===== src/rtl/demux_1to4_reg_if.sv =====
// Handshake/bus bundle for demux_1to4_reg: one producer port, four consumer lanes.
interface demux_1to4_reg_if #(
  parameter int WIDTH = 8
);
  logic [WIDTH-1:0]   datain;
  logic               in_valid;
  logic [1:0]         select;
  logic               in_ready;
  logic [4*WIDTH-1:0] outd;
  logic [3:0]         out_valid;
  logic [3:0]         out_ready;

  // Driven by the producer/consumers (testbench side)
  modport master (
    output datain, in_valid, select, out_ready,
    input  in_ready, outd, out_valid
  );

  // Driven by the demultiplexer
  modport slave (
    input  datain, in_valid, select, out_ready,
    output in_ready, outd, out_valid
  );
endinterface


===== src/rtl/demux_1to4_reg.sv =====
// Registered 1-to-4 demultiplexer with per-lane one-entry holding registers.
// A word is accepted when its target lane is empty or draining this cycle; a
// load and a drain on the same lane in one cycle keep the lane full with the new word.
// Optional feature macro: DEMUX_XCHECK_EN (rejects X/Z select, pulses sel_err).
module demux_1to4_reg #(
  parameter int WIDTH = 8,
  parameter int CNT_W = 16
) (
  input  logic             clk,
  input  logic             rst_n,
  demux_1to4_reg_if.slave  bus,
  output logic             sel_err,
  output logic [CNT_W-1:0] xfer_cnt
);

  logic [WIDTH-1:0] lane_q [4];
  logic [3:0]       valid_q;
  logic [3:0]       load;
  logic             sel_bad;
  logic             lane_free;
  logic             accept;

`ifdef DEMUX_XCHECK_EN
  assign sel_bad = bus.in_valid & $isunknown(bus.select);
`else
  assign sel_bad = 1'b0;
`endif

  // Acceptance: target lane free (empty or draining now), never on a bad select
  always_comb begin
    lane_free = ~valid_q[bus.select] | bus.out_ready[bus.select];
    accept    = bus.in_valid & lane_free & ~sel_bad;
    load      = '0;
    if (accept) load[bus.select] = 1'b1;
  end

  assign bus.in_ready  = lane_free & ~sel_bad;
  assign bus.out_valid = valid_q;

  for (genvar g = 0; g < 4; g++) begin : g_pack
    assign bus.outd[g*WIDTH +: WIDTH] = lane_q[g];
  end

  // Lane registers and transfer counter; load takes priority over drain
  always_ff @(posedge clk or negedge rst_n) begin
    if (!rst_n) begin
      valid_q  <= '0;
      xfer_cnt <= '0;
      for (int unsigned k = 0; k < 4; k++) lane_q[k] <= '0;
    end else begin
      for (int unsigned k = 0; k < 4; k++) begin
        if (load[k]) begin
          lane_q[k]  <= bus.datain;
          valid_q[k] <= 1'b1;
        end else if (bus.out_ready[k]) begin
          valid_q[k] <= 1'b0;
        end
      end
      if (accept) xfer_cnt <= xfer_cnt + CNT_W'(1);
    end
  end

`ifdef DEMUX_XCHECK_EN
  // Registered one-cycle flag for each rejected X/Z select
  always_ff @(posedge clk or negedge rst_n) begin
    if (!rst_n) begin
      sel_err <= 1'b0;
    end else begin
      sel_err <= sel_bad;
      if (sel_bad) $error("demux_1to4_reg: X/Z select with in_valid=1, word rejected");
    end
  end
`else
  assign sel_err = 1'b0;
`endif

endmodule

===== src/flat_wrapper.sv =====
// flat-port wrapper written by rule: the top's interface ports become plain ports
module demux_1to4_reg_flat 
#(
  parameter int WIDTH = 8,
  parameter int CNT_W = 16
)
  (clk, rst_n, sel_err, xfer_cnt, bus_datain, bus_in_valid, bus_select, bus_out_ready, bus_in_ready, bus_outd, bus_out_valid);
  demux_1to4_reg_if #(.WIDTH(WIDTH)) bus_i ();
  input  logic clk;
  input  logic rst_n;
  output logic sel_err;
  output logic [CNT_W-1:0] xfer_cnt;
  input wire logic [$bits(bus_i.datain)-1:0] bus_datain;
  input wire logic [$bits(bus_i.in_valid)-1:0] bus_in_valid;
  input wire logic [$bits(bus_i.select)-1:0] bus_select;
  input wire logic [$bits(bus_i.out_ready)-1:0] bus_out_ready;
  output wire logic [$bits(bus_i.in_ready)-1:0] bus_in_ready;
  output wire logic [$bits(bus_i.outd)-1:0] bus_outd;
  output wire logic [$bits(bus_i.out_valid)-1:0] bus_out_valid;
  assign bus_i.datain = bus_datain;
  assign bus_i.in_valid = bus_in_valid;
  assign bus_i.select = bus_select;
  assign bus_i.out_ready = bus_out_ready;
  assign bus_in_ready = bus_i.in_ready;
  assign bus_outd = bus_i.outd;
  assign bus_out_valid = bus_i.out_valid;
  demux_1to4_reg #(.WIDTH(WIDTH), .CNT_W(CNT_W)) u_core (.clk(clk), .rst_n(rst_n), .bus(bus_i), .sel_err(sel_err), .xfer_cnt(xfer_cnt));
endmodule

===== config.mk =====
export PLATFORM = sky130hd
export DESIGN_NAME = demux_1to4_reg_flat
export DESIGN_NICKNAME = d
export VERILOG_FILES = /design/src/rtl/demux_1to4_reg_if.sv /design/src/rtl/demux_1to4_reg.sv /design/src/flat_wrapper.sv
export SDC_FILE = /design/constraint.sdc
export NUM_CORES = 1
export LEC_CHECK = 0
export ABC_AREA = 1
export CORE_AREA = 2 2 89 91
export DETAILED_ROUTE_END_ITERATION = 10
export DIE_AREA = 0 0 91 93
export SYNTH_ARGS = -nofsm -noshare
export SYNTH_HDL_FRONTEND = slang
export SYNTH_SLANG_ARGS = --single-unit
export TNS_END_PERCENT = 30

===== constraint.sdc =====
create_clock -name clk -period 2.7 [get_ports clk]
set_clock_uncertainty 0.05 [all_clocks]
set_input_delay 0.54 -clock clk [delete_from_list [all_inputs] [get_ports clk]]
set_output_delay 0.54 -clock clk [all_outputs]
set_load 0.03 [all_outputs]

==> results.toml, run 1 <==
[global_route]
grt_pass1_wl_mm = 11.1
overflow = 0
antenna_found_initial = 0
grt_max_degree = 35
use_met2_pct = 27.3
use_met3_pct = 4.43
use_met1_pct = 20.8
grt_usage_pct = 16.1
grt_pass1_vias = 2281
grt.busiest_layer = "met2"

[timing]
rsz0062_at_grt = "no"
finalMaxSlewViolations = 0
setup_viol = 0
fin_ws_ns = 0.164
worst-slew-pin-transition_ns = 0.532
period_minus_slack_ns = 2.54
max-slew-margin-rel_pct = 64.5
post-route-period-util_pct = 93.9
final-hold-violation-count = 0
max_freq_mhz = 394

[cts]
cts_tree = "built"
ctsResizeCount = 0
clock_latency_ns = 0.31
cts_setup_buffers = 0
clk_path_buf_depth = 2
htreeDepth = 2
clock-sinks = 52
cts_buffers = 5
root_buffer = "clkbuf_8"
postCtsHoldBufs = 0
clk_pin_slew_ns = 0.10

[pwr]
peakVddDrop_v = 0.000351
p_switching_mw = 0.917
power_frac_comb_pct = 35.8
power.static_leakage_nw = 1.63
pwr-share-clk_pct = 22.2
pwr-share-seq_pct = 42.0
p_per_area_mw_per_mm2 = 713
switching_share_pct = 37.2
internal_power_mw = 1.55

[die]
die_h_microns = 93
ios = 71
die_area_sq_mm = 0.00846
core_area_sq_mm = 0.00753
start_util_pct = 34.2
die_w_microns = 91
fp-row-count = 32

[logic_synthesis]
synth_nets = 338
synth_seq_cells = 52
yosys_most_used_dff = "dfrtp_1"
synth-edff-count = 0
synth.yosys.seq_area_share_pct = 50.5
synthMuxAreaShare_pct = 0
synth_compound_area_share_pct = 1.75
yosys_warnings = 0
syn-mean-instance-area_sq_um = 8.05
async_flop_share_pct = 100
synth.distinct_cells = 20
synth_area_sq_mm = 0.00258
yosys.area_share.simple_pct = 37.5
yosys.area_share.adder_pct = 0.486
synth_top_family_by_area = "simple AND/OR/NAND/NOR gates"
synthXorXnorAreaFrac_pct = 2.72
synthCells = 320

[placement]
post-place-ws_ns = -0.000880
gp_congestion = 0.791
post-place-cells = 484
hpwl_mm = 4.83
io_buffers = 69

[final_layout]
nNetsFinal = 407
fillers = 776
drive_gt1_share_pct = 6.15
multi_input_area_sq_mm = 0.00110
register_area_sq_mm = 0.00130
syn_to_final_growth_pct = 34.4
antenna_cells = 0
instances_no_fill = 492

[outcome]
status = "completed"

[worst_setup_path]
cp_slowest_cell = "clkdlybuf4s50_1"
worstPathArrival_ns = 1.95
reg2reg_depth = 9
critPathCaptureType = "output port"
crit_required_ns = 2.11
cp_max_fo = 8
crit_path_start_kind = "input pin"
cpPeakStageDelay_ns = 0.73
crit_chain = "clkdlybuf4s50_1 > inv_2 > nand3_1 > nand2_1 > nor2_1 > nand2_2 > buf_4"
worstSetupPathType = "input pin to output port"

[worst_hold_path]
min_path_type = "input pin to async pin"

[run]
cap_viol_max_count = 0

[route]
via_per_inst = 4.69
wl_per_cell_microns = 13.3
drt_drc_violations_left = 0
num_vias = 2309
first_pass_iters = 6
drt-total-wl_mm = 6.55
drtAntennaViolNets = 0
drt_iter0_markers = 80
==> per-layer routing <==
metal  routed length, microns  share of wire, %
met2                     3110                47
met5                        0                 0
met3                      407               6.2
met4                       42              0.64
met1                     2990                46
==> registers in the layout (all words and copies together) (netlist names) <==
name,count
u_core.bus.outd,32
u_core.xfer_cnt,16
u_core.bus.out_valid,4
==> through the flow <==
stage          area (sq um)   TNS [ns]  hold WS (ns)  total power [mW]  util [%]
5_1_grt                3460          0         0.184              2.60      46.0
4_1_cts                3460          0         0.158              2.49      46.0
3_5_place_dp           3350  -0.000880         0.408              1.94      44.5
2_1_floorplan          2580          0         0.194              1.55         -
6_report               3460          0         0.148              2.47      46.0
3_3_place_gp           3350          0         0.404              1.93      44.5
==> Yosys cell counts, drive strengths merged (4+ instances only) <==
master | n | area (sq um)
nand4 | 35 | 219
o21ai | 9 | 45.0
inv | 16 | 60.1
buf | 10 | 98.8
nand2 | 149 | 562
dfrtp | 52 | 1300
xnor2 | 8 | 70.1
nor2 | 19 | 87.6
clkbuf | 4 | 15.0
nand3 | 14 | 90.1
==> logic make-up after synthesis <==
kind of cell / after synthesis
buffers and inverters: 31
flip-flops: 52
adder cells (fa/ha/maj): 1
other: 1
AND/OR/NAND/NOR: 218
AO/OA/AOI/OAI: 9
XOR/XNOR: 8
==> critical path: cells and delay by family <==
family / cells / cell delay, ns
buffers and inverters: 3 / 1.03
AND/OR/NAND/NOR: 4 / 0.38
==> final cells by class <==
cell class | count | area share (%)
Sequential cell | 52 | 37.6
Multi-Input combinational cell | 237 | 31.7
Timing Repair Buffer | 76 | 22.0
Tap cell | 102 | 3.69
Clock buffer | 5 | 1.99
Inverter | 17 | 1.84
Clock inverter | 3 | 1.23
==> cell usage in the layout, fill, tap and decap left out, drive strengths merged <==
cell and instances:
buf 9, bufinv 1, clkbuf 5, clkdlybuf4s50 67
clkinv 2, clkinvlp 1, conb 1, dfrtp 52
ha 1, inv 16, nand2 149, nand3 14
nand3b 1, nand4 35, nor2 19, o21ai 9
xnor2 8
==> power groups by stage <==
stage               Combinational [mW]  Clock (mW)  Sequential (mW)
floorplan                        0.236           0             1.31
global placement                 0.882           0             1.05
detailed placement               0.892           0             1.05
CTS                              0.893       0.559             1.04
global route                     0.951       0.591             1.06
finish                           0.882       0.548             1.04
==> worst paths after layout <==
check | from | endpoint | slack [ns]
max in group asynchronous | rst_n | u_core.xfer_cnt[14]$_DFFE_PN0P_ | 1.90
setup reg to reg | u_core.bus.out_valid[1]$_DFFE_PN0P_ | u_core.bus.outd[14]$_DFFE_PN0P_ | 0.97
hold / removal | rst_n | u_core.bus.outd[3]$_DFFE_PN0P_ | 0.15
setup / recovery | bus_select[0] | bus_in_ready | 0.16
hold reg to reg | u_core.bus.outd[27]$_DFFE_PN0P_ | u_core.bus.outd[27]$_DFFE_PN0P_ | 0.43
min in group clk | u_core.bus.outd[27]$_DFFE_PN0P_ | u_core.bus.outd[27]$_DFFE_PN0P_ | 0.43
(Power assumes the default switching activity.)
==> run 2, diff against run 1 <==
CELL_PAD_IN_SITES_DETAIL_PLACEMENT = 0   (was unset)
CELL_PAD_IN_SITES_GLOBAL_PLACEMENT = 1   (was unset)
PLACE_DENSITY_LB_ADDON = 0.1   (was unset)
==> run 2 against run 1 <==
  * Worst hold slack improved by 0.041 ns
  * Sequential share of layout area about the same
  * Register-to-register slack improved by 0.02 ns
  * Setup slack improved by 0.064 ns
  * Combinational power about the same
  * Critical path depth unchanged
  * First-iteration DRC count increased by 66%
  * Sequential cell count unchanged
==> results.toml, run 2 (synthesis gave the netlist of run 1 again) <==
[timing]
finalMaxSlewViolations = 0
final-hold-violation-count = 0
period_minus_slack_ns = 2.47
worst-slew-pin-transition_ns = 0.652
final.setup.tns_ns = 0
max_freq_mhz = 405
post-route-period-util_pct = 91.5
max-slew-margin-rel_pct = 56.5
setup_viol = 0
rsz0062_at_grt = "no"

[global_route]
antenna_found_initial = 0
grt_pass1_vias = 2315
grt_pass1_wl_mm = 11.6
grt_usage_pct = 17.3
grt_max_degree = 38
overflow = 0

[die]
fp-row-count = 32
die_area_sq_mm = 0.00846
ios = 71
die_h_microns = 93
start_util_pct = 34.2
core_area_sq_mm = 0.00753
die_w_microns = 91

[cts]
cts_setup_buffers = 0
postCtsHoldBufs = 0
ctsResizeCount = 0
cts_buffers = 5
clock_latency_ns = 0.31
htreeDepth = 2
clk_pin_slew_ns = 0.10
clock-sinks = 52
clk_path_buf_depth = 2
root_buffer = "clkbuf_8"
cts_tree = "built"

[route]
drtAntennaViolNets = 0
drt_drc_violations_left = 0
num_vias = 2322
via_per_inst = 4.72
drt_iter0_markers = 133
drt-total-wl_mm = 6.84
first_pass_iters = 5
wl_per_cell_microns = 13.9

[worst_setup_path]
worstPathArrival_ns = 1.88
cp_max_fo = 8
critPathCaptureType = "output port"
crit_required_ns = 2.11
worstSetupPathType = "input pin to output port"
crit_path_start_kind = "input pin"

[placement]
hpwl_mm = 4.92
io_buffers = 69
gp_congestion = 0.800

[final_layout]
nNetsFinal = 407
layout_commonest_cell = "nand2_1"
largest_reg_flops = 32
antenna_cells = 0
utilization_pct = 46.0
layout_common_cells = "148 x nand2_1, 67 x clkdlybuf4s50_1, 52 x dfrtp_1"
drive_gt1_share_pct = 6.15
syn_to_final_growth_pct = 34.5
fillers = 799

[pwr]
power.static_leakage_nw = 1.64
p_per_area_mw_per_mm2 = 722
peakVddDrop_v = 0.000414

[run]
cap_viol_max_count = 0

[outcome]
status = "completed"

[worst_hold_path]
min_path_type = "input pin to async pin"
==> run 2: metal layers <==
metal | global-route usage [%] | wire length, microns | vias to the layer above
met1 | 22.4 | 3060 | 1090
met4 | 4.17 | 38 | 0
met3 | 5.00 | 377 | 2
li1 | - | - | 1166
met5 | 0 | 0 | -
met2 | 28.8 | 3370 | 64
==> run 2: stage by stage <==
stage | power, mW | hold slack, ns | setup WS, ns | cells | instance area, sq um
final | 2.50 | 0.189 | 0.228 | 492 | 3460
after global routing | 2.65 | 0.237 | 0.0754 | 492 | 3460
after CTS | 2.54 | 0.210 | 0.220 | 492 | 3460
after detailed placement | 1.94 | 0.409 | 0.0326 | 484 | 3340
after global placement | 1.94 | 0.403 | 0.0576 | 484 | 3340
after floorplan | 1.55 | 0.194 | 0.828 | 320 | 2580
==> run 2: power breakdown <==
group | leakage, nW | total, mW | internal (mW) | switching, mW
combinational | 0.903 | 0.884 | 0.357 | 0.526
sequential | 0.668 | 1.03 | 0.916 | 0.117
clock | 0.0645 | 0.586 | 0.327 | 0.258
total | 1.64 | 2.50 | 1.60 | 0.902
==> run 2: area by class of cell <==
cell class / instances / area (sq um) / share of cell area [%]
Timing Repair Buffer: 76 / 748 / 21.6
Sequential cell: 52 / 1300 / 37.6
Clock buffer: 7 / 96.3 / 2.78
Clock inverter: 1 / 30.0 / 0.867
Multi-Input combinational cell: 237 / 1100 / 31.7
Inverter: 17 / 63.8 / 1.84
Tap cell: 102 / 128 / 3.68
==> run 2: final timing paths <==
check                                                    start  slack [ns]  cells after the start                         endpoint
min reg2reg                     u_core.bus.outd[8]$_DFFE_PN0P_        0.43                      2   u_core.bus.outd[8]$_DFFE_PN0P_
min in group clk                u_core.bus.outd[8]$_DFFE_PN0P_        0.43                      2   u_core.bus.outd[8]$_DFFE_PN0P_
max in group asynchronous                                rst_n        1.83                      2  u_core.bus.outd[24]$_DFFE_PN0P_
max reg2reg                u_core.bus.out_valid[2]$_DFFE_PN0P_        0.99                      9  u_core.bus.outd[11]$_DFFE_PN0P_
max                                              bus_select[0]        0.23                      7                     bus_in_ready
min                                                      rst_n        0.19                      1   u_core.xfer_cnt[3]$_DFFE_PN0P_
==> run 2: worst max-delay path, cell delays in order <==
cell,delay (ns)
clkdlybuf4s50_1,0.72
inv_2,0.10
nand3_1,0.08
nand2_1,0.06
nor2_1,0.12
nand2_2,0.08
buf_4,0.17
==> run 3, diff against run 2 <==
CORE_AREA = 2 2 87 89   (was 2 2 89 91)
DIE_AREA = 0 0 89 91   (was 0 0 91 93)
==> run 3 against run 2 <==
  * Combinational power is essentially flat
  * Critical path depth did not move
  * Sequential share of layout area is 0.095 points higher
  * Power hardly changed
  * Largest cell class unchanged
  * Highest routed layer unchanged
==> results.toml, run 3 (synthesis gave the netlist of run 1 again) <==
[die]
fp-row-count = 31
core_area_sq_mm = 0.00714
ios = 71
die_area_sq_mm = 0.00810
start_util_pct = 36.1
die_w_microns = 89
die_h_microns = 91

[cts]
htreeDepth = 2
cts_tree = "built"
cts_setup_buffers = 0
ctsResizeCount = 0
cts_buffers = 5
clock-sinks = 52
postCtsHoldBufs = 0
clock_latency_ns = 0.31
root_buffer = "clkbuf_8"
clk_pin_slew_ns = 0.10
clk_path_buf_depth = 2

[worst_setup_path]
r2r-start = "u_core.bus.out_valid[3]$_DFFE_PN0P_"
ff2ff_setup_slack_ns = 1.14
crit_path_start_kind = "input pin"
worstPathArrival_ns = 1.93
cp_max_fo = 8
cp-startpoint = "bus_select[0]"
critPathCaptureType = "output port"
worstSetupPathType = "input pin to output port"
reg2reg_depth = 9
crit_required_ns = 2.11

[final_layout]
fin_area_sq_mm = 0.00346
fillers = 752
largest_reg_flops = 32
syn_to_final_growth_pct = 34.1
nNetsFinal = 407
layout_commonest_cell = "nand2_1"
layout_common_cells = "148 x nand2_1, 67 x clkdlybuf4s50_1, 52 x dfrtp_1"
drive_gt1_share_pct = 6.15
antenna_cells = 0

[timing]
max_freq_mhz = 396
worst-slew-pin-transition_ns = 0.695
final.setup.tns_ns = 0
period_minus_slack_ns = 2.52
final-hold-violation-count = 0
post-route-period-util_pct = 93.5
max-slew-margin-rel_pct = 53.6
rsz0062_at_grt = "no"
whs_ns = 0.294
setup_viol = 0
finalMaxSlewViolations = 0

[route]
num_vias = 2306
wl_met2_mm = 3.24
drt_drc_violations_left = 0
via_per_inst = 4.72
drtAntennaViolNets = 0
drt_iter0_markers = 98
top_layer = "met4"
wl_per_cell_microns = 14.1
wirelength_met1_mm = 3.25
dr_wl_met3_microns = 346
drt-total-wl_mm = 6.89
first_pass_iters = 4

[worst_hold_path]
min_path_type = "input pin to async pin"

[pwr]
peakVddDrop_v = 0.000314
power_mw = 2.50
power.static_leakage_nw = 1.63
p_per_area_mw_per_mm2 = 724

[placement]
gp_congestion = 0.850
hpwl_mm = 4.59
place_area_sq_mm = 0.00333
io_buffers = 69

[global_route]
grt_pass1_wl_mm = 11.0
antenna_found_initial = 0
grt_usage_pct = 17.4
overflow = 0
grt_max_degree = 53
grt_pass1_vias = 2195

[outcome]
status = "completed"

[run]
cap_viol_max_count = 0
[run 3: power by group]
group	switching [mW]	total [mW]	internal (mW)
logic	0.525	0.883	0.358
clock network	0.278	0.582	0.304
registers	0.120	1.04	0.916
[run 3: layer usage]
| layer | up-vias | global-route usage (%) |
|---|---|---|
| met5 | - | 0 |
| met4 | 0 | 3.98 |
| met3 | 5 | 3.82 |
| met2 | 59 | 27.7 |
| met1 | 1075 | 24.1 |
| li1 | 1167 | - |
[run 3: path summary, 6_finish.rpt]
kind,end
setup / recovery,bus_in_ready
hold / removal,u_core.xfer_cnt[3]$_DFFE_PN0P_
setup reg to reg,u_core.bus.outd[22]$_DFFE_PN0P_
hold reg to reg,u_core.bus.outd[24]$_DFFE_PN0P_
max in group asynchronous,u_core.bus.outd[2]$_DFFE_PN0P_
min in group clk,u_core.bus.outd[24]$_DFFE_PN0P_
[run 3: critical path: stages]
cell and delay, ns:
clkdlybuf4s50_1 0.73, inv_2 0.11, nand3_1 0.09, nand2_1 0.06, nor2_1 0.12, nand2_2 0.10
buf_4 0.19
[run 3: final cells by class]
class,instances,area (sq um),share of cell area [%]
clock buffer,6,82.6,2.39
clock inverter,2,38.8,1.12
inverter,17,63.8,1.85
multi-input combinational,237,1100,31.8
sequential,52,1300,37.7
tap,99,124,3.58
timing repair buffer,76,748,21.7
[run 3: through the flow]
stage                     utilization [%]  setup slack (ns)  cells
final                                48.4             0.177    489
after floorplan                         -             0.828    320
after global placement               46.7             0.211    481
after detailed placement             46.7             0.181    481
after global routing                 48.4            0.0543    489
after CTS                            48.4             0.178    489
